### config.mk
export PLATFORM = sky130hd
export DESIGN_NAME = width_cast_pipe
export DESIGN_NICKNAME = d
export VERILOG_FILES = /design/src/rtl/width_cast_pipe.sv
export SDC_FILE = /design/constraint.sdc
export NUM_CORES = 1
export LEC_CHECK = 0
export ABC_AREA = 1
export BUFFER_PORTS_ARGS = -buffer_cell sky130_fd_sc_hd__clkbuf_2
export CORE_ASPECT_RATIO = 0.9
export CORE_MARGIN = 2
export CORE_UTILIZATION = 45
export CTS_CLUSTER_DIAMETER = 30
export CTS_CLUSTER_SIZE = 25
export DETAILED_ROUTE_END_ITERATION = 12
export HOLD_SLACK_MARGIN = 0.1
export PLACE_DENSITY = 0.72
export SLEW_MARGIN = 20
export SYNTH_ARGS = -nofsm -noshare
export SYNTH_HDL_FRONTEND = slang
export SYNTH_SLANG_ARGS = --single-unit
### constraint.sdc
create_clock -name clk -period 1.5 [get_ports clk]
set_input_delay 0.3 -clock clk [delete_from_list [all_inputs] [get_ports clk]]
set_output_delay 0.3 -clock clk [all_outputs]
set_load 0.02 [all_outputs]
### src/rtl/width_cast_pipe.sv
// Two-stage, back-pressured multi-lane width converter with four cast modes,
// per-lane lossy-cast flags and a saturating count of lossy output beats.
module width_cast_pipe #(
    parameter int IN_W  = 4,
    parameter int OUT_W = 2,
    parameter int CH    = 2,
    parameter int CNT_W = 16
) (
    input  logic                clk,
    input  logic                rst_n,
    input  logic                in_valid,
    output logic                in_ready,
    input  logic [1:0]          in_mode,
    input  logic [CH*IN_W-1:0]  in_data,
    output logic                out_valid,
    input  logic                out_ready,
    output logic [CH*OUT_W-1:0] out_data,
    output logic [CH-1:0]       out_ovf,
    output logic [CNT_W-1:0]    sat_count,
    input  logic                clear_count
);

    localparam int WX = (IN_W > OUT_W) ? IN_W : OUT_W;

    // Returns {ovf, y} for one lane. Both extensions of x are built at the
    // wider of the two widths so every slice below stays in range.
    function automatic logic [OUT_W:0] cast_lane(input logic [IN_W-1:0] x,
                                                 input logic [1:0]      mode);
        logic [WX-1:0]    xz;
        logic [WX-1:0]    xs;
        logic [WX-1:0]    ys;
        logic [OUT_W-1:0] y;
        logic             ovf;
        logic             hi_nz;
        logic             s_fit;
        xz = '0;
        xz[IN_W-1:0] = x;
        xs = {WX{x[IN_W-1]}};
        xs[IN_W-1:0] = x;
        y = xz[OUT_W-1:0];
        ys = {WX{y[OUT_W-1]}};
        ys[OUT_W-1:0] = y;
        hi_nz = ((xz >> OUT_W) != '0);
        s_fit = (ys == xs);
        ovf = 1'b0;
        if (OUT_W >= IN_W) begin
            case (mode)
                2'b01, 2'b10: y = xs[OUT_W-1:0];
                default:      y = xz[OUT_W-1:0];
            endcase
        end else begin
            case (mode)
                2'b00: ovf = hi_nz;
                2'b01: ovf = !s_fit;
                2'b10: begin
                    ovf = !s_fit;
                    if (!s_fit) begin
                        y = {OUT_W{!xs[WX-1]}};
                        y[OUT_W-1] = xs[WX-1];
                    end else begin
                        y = xz[OUT_W-1:0];
                    end
                end
                2'b11: begin
                    ovf = hi_nz;
                    if (hi_nz) begin
                        y = '1;
                    end else begin
                        y = xz[OUT_W-1:0];
                    end
                end
                default: ovf = 1'b0;
            endcase
        end
        return {ovf, y};
    endfunction

    logic                s1_full_r;
    logic [CH*IN_W-1:0]  s1_data_r;
    logic [1:0]          s1_mode_r;
    logic                s2_full_r;
    logic [CH*OUT_W-1:0] out_data_r;
    logic [CH-1:0]       out_ovf_r;
    logic [CNT_W-1:0]    sat_count_r;

    logic                s2_adv_s;
    logic                s1_adv_s;
    logic                in_ready_s;
    logic [CH*OUT_W-1:0] cast_data_s;
    logic [CH-1:0]       cast_ovf_s;
    logic [OUT_W:0]      lane_s;

    // Handshake: in_ready passes out_ready straight through so a full pipe still streams.
    always_comb begin
        s2_adv_s   = !s2_full_r || out_ready;
        s1_adv_s   = s1_full_r && s2_adv_s;
        in_ready_s = !s1_full_r || s2_adv_s;
    end

    // Per-lane cast of the beat currently held in S1.
    always_comb begin
        cast_data_s = '0;
        cast_ovf_s  = '0;
        lane_s      = '0;
        for (int k = 0; k < CH; k++) begin
            lane_s = cast_lane(s1_data_r[k*IN_W +: IN_W], s1_mode_r);
            cast_data_s[k*OUT_W +: OUT_W] = lane_s[OUT_W-1:0];
            cast_ovf_s[k] = lane_s[OUT_W];
        end
    end

    // Stage 1: capture the raw beat and its mode.
    always_ff @(posedge clk or negedge rst_n) begin
        if (!rst_n) begin
            s1_full_r <= 1'b0;
            s1_data_r <= '0;
            s1_mode_r <= 2'b00;
        end else if (in_valid && in_ready_s) begin
            s1_full_r <= 1'b1;
            s1_data_r <= in_data;
            s1_mode_r <= in_mode;
        end else if (s1_adv_s) begin
            s1_full_r <= 1'b0;
        end
    end

    // Stage 2: register the cast result; data holds while the consumer stalls.
    always_ff @(posedge clk or negedge rst_n) begin
        if (!rst_n) begin
            s2_full_r  <= 1'b0;
            out_data_r <= '0;
            out_ovf_r  <= '0;
        end else if (s1_adv_s) begin
            s2_full_r  <= 1'b1;
            out_data_r <= cast_data_s;
            out_ovf_r  <= cast_ovf_s;
        end else if (out_ready) begin
            s2_full_r  <= 1'b0;
        end
    end

    // Lossy-beat counter: clear beats a same-cycle increment, and it sticks at all-ones.
    always_ff @(posedge clk or negedge rst_n) begin
        if (!rst_n) begin
            sat_count_r <= '0;
        end else if (clear_count) begin
            sat_count_r <= '0;
        end else if (s1_adv_s && (|cast_ovf_s) && (sat_count_r != {CNT_W{1'b1}})) begin
            sat_count_r <= sat_count_r + CNT_W'(1);
        end
    end

    assign in_ready  = in_ready_s;
    assign out_valid = s2_full_r;
    assign out_data  = out_data_r;
    assign out_ovf   = out_ovf_r;
    assign sat_count = sat_count_r;

endmodule

==> results.cfg <==
[status]
status = finished with violations
violations = setup timing

[synthesis]
synth_nets = 288
synth_edf_count = 0
synth_fa_ha_area_share_pct = 1.824
synth-simple-area-share_pct = 40.49
ys_ff_latch = 34
synth_top_family_by_area = simple AND/OR/NAND/NOR gates
synth_xor_xnor_area_share_pct = 2.553
synth_cell_type_count = 31
synth_compound_area_share_pct = 6.505
synthTopCellsByArea = dfrtp_1 41%, nand2_1 11%, nor2_1 8.9%, nand2_2 7.6%, nand3_1 5.8%
yosysTopAreaCell = dfrtp_1
synth_mux_area_share_pct = 0.5471
ys_seq_area_share_pct = 41.34
syn_area_per_cell_um2 = 7.623
syn-cell-area_mm2 = 0.002058
ys_warn_count = 0
synth_top_area_share_pct = 41.34
synthCells = 270
synth_flop_cell = dfrtp_1
synthArstFlopShare_pct = 100.0

[global_route]
grt_pass1_wl_um = 7866
gr-usage-met2_pct = 29.89
use_met3_pct = 3.829
busiest_layer = met1
grtUsageTotal_pct = 20.59
use_met1_pct = 30.30
grt_pass1_vias = 1666
antenna_found_initial = 0
grt_max_degree = 22
grt_overflow = 0

[setup_path]
cp_max_fo = 7
crit_path_start_kind = register
cp.required_ps = 1690
cp_data_arrival_time_ps = 1830
rrSetupSlack_ps = -140
critPathKind = reg2reg
end_kind = register

[layout]
final_area_mm2 = 0.002808
fin_cells = 402
fillers = 391
layout-drive-gt1-share_pct = 38.82
final_cell_mix = 58 x nand2_1, 47 x nor2_1, 38 x clkbuf_2, 32 x dfrtp_1
design.final.nets = 357
diodes = 0
multi_input_area_mm2 = 0.001204
final_util_pct = 63.35
syn2layout_area_growth_pct = 36.41
layout_commonest_cell = nand2_1
register_area_um2 = 853.3

[placed_design]
gp_congestion = 0.8557
place_area_mm2 = 0.002497
port_buffers = 38
dp_hpwl_um = 3743
dpl.cell_count = 389

[clock_network]
clockRootBuffer = clkbuf_8
htreeDepth = 2
cts.sinks = 34
cts_inserted_buffers = 5
clock_latency_ps = 290
cts_tree = built
ctsLongestPathBuffers = 2
path_clk_slew_ps = 70

[sta]
fin_crit_sh_pct = 109.5
tightest_slew_ps = 615.8
hold_viol = 0
layout_min_cycle_time_ps = 1642
finalSetupViolCount = 16
rsz0062_at_grt = yes
holdWs_ps = 255.9
fmax_ghz = 0.6091
final.setup_skew_ps = 7.336
setup_slack_ps = -141.8
drv_slew = 0
relSlewSlack_pct = 58.69

[floorplan]
die_width_um = 75.29
core-area_mm2 = 0.004432
initial_core_util_pct = 46.44
die_h_um = 68.16
pin_count = 39
rows = 23
dieArea_mm2 = 0.005132

[routing]
wl_per_cell_um = 13.32
vias = 1991
ant_nets = 0
drtIter0Drc = 108
first_pass_iters = 4
drc = 0
routed_via_density = 4.953
drt_wl_total_um = 5355

[power]
powerDensity_mw_per_mm2 = 1148
design_power_total_w = 0.003223
ir_drop_mv = 0.7305
p_leak_nw = 1.358

[flow_run]
cap_violations = 0

[worst_hold_path]
hold_path_class = in2reg
cell families after synthesis:
logic type	Yosys count
and+or+nand+nor	173
DFF	34
buffers and inverters	30
AOI/OAI and AO/OA	23
xor gates and xnor gates	6
adders and majority gates	3
muxes	1
area by class of cell:
| type | instances | area share (%) |
|---|---|---|
| repair buffers | 67 | 15.60 |
| clock buffers | 6 | 2.941 |
| clock inverters | 2 | 2.139 |
| flip-flops and latches | 34 | 30.39 |
| multi-input cells | 207 | 42.87 |
| well taps | 62 | 2.763 |
| inverters | 24 | 3.298 |
synth_stat cells, types with 2 or more instances:
| cell type | count |
|---|---|
| a21oi_1 | 11 |
| a22oi_1 | 2 |
| a31oi_1 | 4 |
| buf_2 | 2 |
| clkbuf_1 | 2 |
| dfrtp_1 | 34 |
| ha_1 | 3 |
| inv_1 | 20 |
| inv_2 | 3 |
| nand2_1 | 59 |
| nand2_2 | 25 |
| nand2_4 | 2 |
| nand3_1 | 24 |
| nand4_1 | 5 |
| nor2_1 | 49 |
| nor2_4 | 3 |
| nor3b_1 | 2 |
| o21ai_0 | 3 |
| xor2_1 | 5 |
sequential cells by signal, indices dropped and copies added, names as in the netlist:
register   cells
sat_count     16
s1_data_r      8
out_data       4
out_ovf        2
s1_mode_r      2
out_valid      1
s1_full_r      1
per-layer routing:
| metal | vias up | share of wire (%) |
|---|---|---|
| li1 | 1004 | - |
| met1 | 930 | 47 |
| met2 | 48 | 47 |
| met3 | 9 | 4.8 |
| met4 | 0 | 1.6 |
| met5 | - | 0 |
per-stage QoR:
stage	setup TNS, ps	worst slack, ps
after floorplan	0	0.5786
after global placement	-49.63	-12.33
after detailed placement	-643.4	-57.87
after CTS	-686.5	-54.78
after global routing	-3181	-219.6
final	-1971	-141.8
worst max-delay path, stage by stage (launching register included):
cell,delay (ps)
dfrtp_1,420
ha_4,260
inv_4,60
nor2_1,40
nor2_1,120
nand2_1,100
nand2_2,140
nand2_8,110
buf_6,150
nand3_1,80
nand2_2,50
power by group:
group          total [W]  internal, W  switching, W
clock            0.00107     0.000709      0.000356
combinational    0.00102     0.000414      0.000603
sequential       0.00114      0.00105     0.0000948
what timing repair did:
item | CTS | global route
hold buffers | 1 | 0
buffers inserted | 1 | 2
setup endpoints to repair | 16 | 16
gates resized for setup | 15 | 10
cloned | 0 | 1
pin swaps | 7 | 8
endpoints found under the hold margin | 13 | 0
final timing paths:
check                             startpoint       endpoint  depth (start not counted)
min in group asynchronous              rst_n  sat_count[10]                          2
worst max-delay path            s1_mode_r[1]   sat_count[6]                         10
max in group asynchronous              rst_n   sat_count[0]                          3
worst min-delay path              in_data[4]   s1_data_r[4]                          3
worst max register to register  s1_mode_r[1]   sat_count[6]                         10
worst min register to register    out_ovf[0]     out_ovf[0]                          2
No activity file was read; power rests on OpenSTA's default activity.
